==> config.mk <==
export PLATFORM = sky130hd
export DESIGN_NAME = u8_fp16_converter_flat
export DESIGN_NICKNAME = d
export VERILOG_FILES = /design/src/rtl/u8_fp16_converter_pkg.sv /design/src/rtl/u8_fp16_converter_if.sv /design/src/rtl/u8_fp16_converter_lzc8.sv /design/src/rtl/u8_fp16_converter.sv /design/src/flat_wrapper.sv
export SDC_FILE = /design/constraint.sdc
export NUM_CORES = 1
export LEC_CHECK = 0
export BUFFER_PORTS_ARGS = -buffer_cell sky130_fd_sc_hd__buf_2
export CELL_PAD_IN_SITES_DETAIL_PLACEMENT = 0
export CELL_PAD_IN_SITES_GLOBAL_PLACEMENT = 1
export CORE_MARGIN = 3
export CORE_UTILIZATION = 41
export DETAILED_ROUTE_END_ITERATION = 6
export PLACE_DENSITY_LB_ADDON = 0.2
export SLEW_MARGIN = 0
export SYNTH_ARGS = -nofsm -noshare
export SYNTH_HDL_FRONTEND = slang
export SYNTH_SLANG_ARGS = --single-unit
==> constraint.sdc <==
create_clock -name clk_i -period 2.3 [get_ports clk_i]
set_input_delay 0.23 -clock clk_i [delete_from_list [all_inputs] [get_ports clk_i]]
set_output_delay 0.23 -clock clk_i [all_outputs]
set_load 0.01 [all_outputs]
==> src/rtl/u8_fp16_converter_pkg.sv <==
// rtl/u8_fp16_converter_pkg.sv - fp16 field widths, packed fp16 type and packing helper
package u8_fp16_converter_pkg;

  localparam int EXP_WIDTH  = 5;
  localparam int FRAC_WIDTH = 10;
  localparam int BIAS       = (1 << (EXP_WIDTH - 1)) - 1;
  localparam int EXP_MAX    = (1 << EXP_WIDTH) - 1;

  typedef struct packed {
    logic                  sign;
    logic [EXP_WIDTH-1:0]  exp;
    logic [FRAC_WIDTH-1:0] frac;
  } fp16_t;

  function automatic fp16_t fp16_pack(
    input logic                  sign,
    input logic [EXP_WIDTH-1:0]  exp,
    input logic [FRAC_WIDTH-1:0] frac
  );
    fp16_t r;
    r.sign = sign;
    r.exp  = exp;
    r.frac = frac;
    return r;
  endfunction

endpackage

==> src/rtl/u8_fp16_converter_if.sv <==
// rtl/u8_fp16_converter_if.sv - valid/ready bus between a u8 producer and an fp16 consumer
interface u8_fp16_converter_if;

  logic [7:0]  u8_i;
  logic        valid_i;
  logic        ready_o;
  logic [15:0] fp16_o;
  logic        valid_o;
  logic        ready_i;

  modport slave (
    input  u8_i,
    input  valid_i,
    output ready_o,
    output fp16_o,
    output valid_o,
    input  ready_i
  );

  modport master (
    output u8_i,
    output valid_i,
    input  ready_o,
    input  fp16_o,
    input  valid_o,
    output ready_i
  );

endinterface

==> src/rtl/u8_fp16_converter_lzc8.sv <==
// rtl/u8_fp16_converter_lzc8.sv - combinational 8-bit leading-zero counter, returns 8 for zero
module u8_fp16_converter_lzc8 (
  input  logic [7:0] data_i,
  output logic [3:0] count_o
);

  // Scanning upward lets the highest set bit win.
  always_comb begin
    count_o = 4'd8;
    for (int i = 0; i < 8; i++) begin
      if (data_i[i]) begin
        count_o = 4'(7 - i);
      end
    end
  end

endmodule

==> src/rtl/u8_fp16_converter.sv <==
// rtl/u8_fp16_converter.sv - exact u8 fixed-point to fp16 converter, 2-stage valid/ready pipeline
module u8_fp16_converter
  import u8_fp16_converter_pkg::*;
#(
  parameter int LEAD_EXPONENT_UNBIASED = 7
) (
  input  logic                clk_i,
  input  logic                rst_ni,
  u8_fp16_converter_if.slave  bus
);

  localparam int LEAD_EXPONENT = LEAD_EXPONENT_UNBIASED + BIAS;

  generate
    if (LEAD_EXPONENT_UNBIASED < -7 || LEAD_EXPONENT_UNBIASED > 15) begin : g_param_check
      $error("u8_fp16_converter: LEAD_EXPONENT_UNBIASED must be in -7..15");
    end
  endgenerate

  logic       adv1;
  logic       adv2;
  logic       in_fire;

  logic       v1_q, v1_d;
  logic [7:0] d1_q, d1_d;
  logic [3:0] lz1_q, lz1_d;
  logic [3:0] lz_in;

  logic       v2_q, v2_d;
  fp16_t      fp16_q, fp16_d;

  logic [7:0]           mant_shifted;
  logic [EXP_WIDTH-1:0] exp_w;
  fp16_t                packed_w;

  u8_fp16_converter_lzc8 u_lzc8 (
    .data_i  (bus.u8_i),
    .count_o (lz_in)
  );

  // A stage may advance when it is empty or its consumer takes its contents this cycle.
  always_comb begin
    adv2    = !v2_q || bus.ready_i;
    adv1    = !v1_q || adv2;
    in_fire = bus.valid_i && adv1;
  end

  always_comb begin
    v1_d  = v1_q;
    d1_d  = d1_q;
    lz1_d = lz1_q;
    if (adv1) begin
      v1_d = bus.valid_i;
    end
    if (in_fire) begin
      d1_d  = bus.u8_i;
      lz1_d = lz_in;
    end
  end

  // Shifting by lz+1 pushes the leading one out, leaving the 8 bits below it.
  always_comb begin
    mant_shifted = d1_q << (lz1_q + 4'd1);
    exp_w        = EXP_WIDTH'(LEAD_EXPONENT - int'(lz1_q));
    if (d1_q == 8'd0) begin
      packed_w = fp16_pack(1'b0, '0, '0);
    end else begin
      packed_w = fp16_pack(1'b0, exp_w, {mant_shifted, 2'b00});
    end
  end

  always_comb begin
    v2_d   = v2_q;
    fp16_d = fp16_q;
    if (adv2) begin
      v2_d = v1_q;
      if (v1_q) begin
        fp16_d = packed_w;
      end
    end
  end

  always_ff @(posedge clk_i or negedge rst_ni) begin
    if (!rst_ni) begin
      v1_q   <= 1'b0;
      d1_q   <= '0;
      lz1_q  <= '0;
      v2_q   <= 1'b0;
      fp16_q <= '0;
    end else begin
      v1_q   <= v1_d;
      d1_q   <= d1_d;
      lz1_q  <= lz1_d;
      v2_q   <= v2_d;
      fp16_q <= fp16_d;
    end
  end

  assign bus.ready_o = adv1;
  assign bus.valid_o = v2_q;
  assign bus.fp16_o  = fp16_q;

endmodule

==> src/flat_wrapper.sv <==
// flat-port wrapper written by rule: the top's interface ports become plain ports
module u8_fp16_converter_flat import u8_fp16_converter_pkg::*;
#(
  parameter int LEAD_EXPONENT_UNBIASED = 7
)
  (clk_i, rst_ni, bus_u8_i, bus_valid_i, bus_ready_o, bus_fp16_o, bus_valid_o, bus_ready_i);
  u8_fp16_converter_if bus_i ();
  input  logic clk_i;
  input  logic rst_ni;
  input wire logic [$bits(bus_i.u8_i)-1:0] bus_u8_i;
  input wire logic [$bits(bus_i.valid_i)-1:0] bus_valid_i;
  output wire logic [$bits(bus_i.ready_o)-1:0] bus_ready_o;
  output wire logic [$bits(bus_i.fp16_o)-1:0] bus_fp16_o;
  output wire logic [$bits(bus_i.valid_o)-1:0] bus_valid_o;
  input wire logic [$bits(bus_i.ready_i)-1:0] bus_ready_i;
  assign bus_i.u8_i = bus_u8_i;
  assign bus_i.valid_i = bus_valid_i;
  assign bus_ready_o = bus_i.ready_o;
  assign bus_fp16_o = bus_i.fp16_o;
  assign bus_valid_o = bus_i.valid_o;
  assign bus_i.ready_i = bus_ready_i;
  u8_fp16_converter #(.LEAD_EXPONENT_UNBIASED(LEAD_EXPONENT_UNBIASED)) u_core (.clk_i(clk_i), .rst_ni(rst_ni), .bus(bus_i));
endmodule
==> out/metrics.cfg <==
[global_route]
grt_pass1_vias = 995
grt_antenna_before_repair = 0
overflow = 0
track_usage_pct = 13.8
grt_first_pass_wirelength_um = 4610
grt_max_degree = 28

[outcome]
outcome = completed

[logic_synthesis]
avgSynthCellArea_um2 = 11.0
post_synth_and_or_nand_nor_area_fraction_pct = 12.5
synth.area.top_cells = dfrtp_1, mux2_2, mux4_1, a22o_2, nand2_1
synthArstFlopShare_pct = 100
ys_types = 31
ys.flop_type = dfrtp_1
synth_top_family_by_area = multiplexers
synth_mux_area_share_pct = 16.3
synth_common_cells = dfrtp_1, nand2_1, o21ai_0
ys_ff_latch = 27
syn_inst = 128
netlist_area_um2 = 1400
synth_top_area_share_pct = 48.2
synth_edf_count = 0
yosysMostFrequentCell = dfrtp_1
synth_largest_area_cell = dfrtp_1
synth_compound_area_share_pct = 13.9
yosysWarnings = 0
ys_seq_area_share_pct = 48.2
synthAdderAreaFrac_pct = 1.78
synthXorXnorAreaFrac_pct = 1.87

[critical_path]
worst-path-max-fanout = 9
start_kind = register
r2r_slack_ps = 350
crit_path_end_kind = register
crit_slowest_cell = or4_1
cp_data_arrival_time_ps = 2150
cp.required_ps = 2490
worstSetupPathType = reg2reg
critical_path.max_stage_delay_ps = 530
crit_chain = or4_1 -> o211a_1 -> and3_4 -> a32oi_1 -> o21ai_1

[detailed_routing]
wl_per_cell_um = 13.2
vias_per_cell = 5.12
wl_um = 2630
ant_nets = 0
num_vias = 1018
drc_errors = 0
first_pass_iters = 4
drt_iter0_drc = 51

[die]
die-area_um2 = 4160
pin_count = 30
start_util_pct = 44.5
rows = 20
die_y_um = 64.5
core_area_um2 = 3150
die_w_um = 64.5

[final_layout]
final_cells = 199
syn2layout_area_growth_pct = 14.2
diodes = 0
drive_gt1_share_pct = 32.3
fin_area_um2 = 1600
multi_input_area_um2 = 662
ff_latch_area_um2 = 676
final_nets = 170
nFillCells = 317

[place]
port_buffers = 26
place_inst = 194
gp_congestion = 0.761
dpl_cell_area_um2 = 1560
dp_hpwl_um = 2020

[power_and_ir_drop]
power_mw = 1.18
p_per_area_nw_per_um2 = 738
p_leak_nw = 0.770
vdd_drop_max_mv = 0.395

[run]
cap_violations = 0

[clock_network]
clock_sinks = 27
clockBufferDepth = 2
post_cts_buffers = 0
cts_max_level = 1
cts_root_buffer = clkbuf_4
cts_tree = yes
clk_pin_slew_ps = 150
tritoncts.num_buffers = 3
worstSkewPairLatency_ps = 310
ctsResizeCount = 0

[timing]
relSlewSlack_pct = 61.6
hold_viol_final = 0
setup_viol = 0
fin_skew_ps = 12.9
tightest_slew_ps = 576
max_freq_mhz = 512
slew_viol_final = 0
post-route-period-util_pct = 84.9
rsz0062_at_grt = false
setup_tns_ps = 0
fin_crit_ps = 1950

[min_path]
hp-class = in2reg

[final timing paths]
path / startpoint / to / cells after the start
max in group asynchronous: rst_ni / u_core.d1_q[5] / 2
min reg2reg: u_core.bus.fp16_o[2] / u_core.bus.fp16_o[2] / 2
max: u_core.d1_q[0] / u_core.bus.fp16_o[7] / 5
min in group asynchronous: rst_ni / u_core.bus.fp16_o[9] / 2
min: bus_valid_i / u_core.v1_q / 2
max reg2reg: u_core.d1_q[0] / u_core.bus.fp16_o[7] / 5
[final cells by class]
type / count / area share, %
Tap cell: 44 / 3.44
Inverter: 5 / 1.17
Clock buffer: 3 / 1.41
Multi-Input combinational cell: 89 / 41.3
Clock inverter: 1 / 0.312
Timing Repair Buffer: 30 / 10.2
Sequential cell: 27 / 42.2
[metal layers]
metal / GRT usage (%) / wire (um)
met1: 18.1 / 1240
met3: 2.77 / 103
met5: 0 / 0
met4: 3.69 / 15
met2: 23.3 / 1280
[report_power, final]
part	leakage, nW	switching (mW)	total (mW)	internal (mW)
Clock	0.0177	0.131	0.196	0.0649
Sequential	0.333	0.0618	0.620	0.559
Combinational	0.420	0.184	0.366	0.181
[worst max-delay path: cells and delay by family (launching register included)]
kind	cells	cell delay, ps
AOI/OAI and AO/OA	3	610
DFF	1	470
and+or+nand+nor	2	740
[flip-flops by register name (all words and copies together), names as in the netlist]
| name | flops |
|---|---|
| u_core.bus.fp16_o | 13 |
| u_core.bus.valid_o | 1 |
| u_core.d1_q | 8 |
| u_core.lz1_q | 4 |
| u_core.v1_q | 1 |
[cells by family (layout without fill, tap and decap cells)]
kind of cell	count (synthesis)	in the layout
simple gates	36	36
compound gates	28	28
flops	27	27
mux	17	17
buf+inv	14	39
xor+xnor	3	3
fa+ha+maj	2	2
other cells	1	3
[stage by stage]
step | worst slack, ps | hold slack [ps] | utilization, %
after floorplan | 469 | -65.6 | -
after global placement | 407 | 261 | 49.6
after detailed placement | 389 | 262 | 49.6
after CTS | 360 | 96.3 | 50.8
after global routing | 210 | 85.1 | 50.8
final | 347 | 110 | 50.8
[timing repair]
item | CTS | global route
endpoints found under the hold margin | 27 | 0
endpoints found under the setup margin | 0 | 0
hold buffers | 1 | 0
[cell usage in the layout, fill, tap and decap left out, types with 2 or more instances in the layout]
cell type  instances
dfrtp_1           27
buf_2             26
nand2_1           17
o21ai_0            9
mux2_2             8
a22o_2             7
mux2i_1            6
inv_1              5
a21oi_1            5
nand2b_1           4
nand3_1            4
nor2_1             3
mux4_1             3
conb_1             3
clkbuf_4           3
buf_4              3
or4_1              2
xnor2_1            2
o31ai_1            2
nor4_1             2
nor3_1             2
ha_1               2
Note: power is estimated with default switching activity, not from simulation.
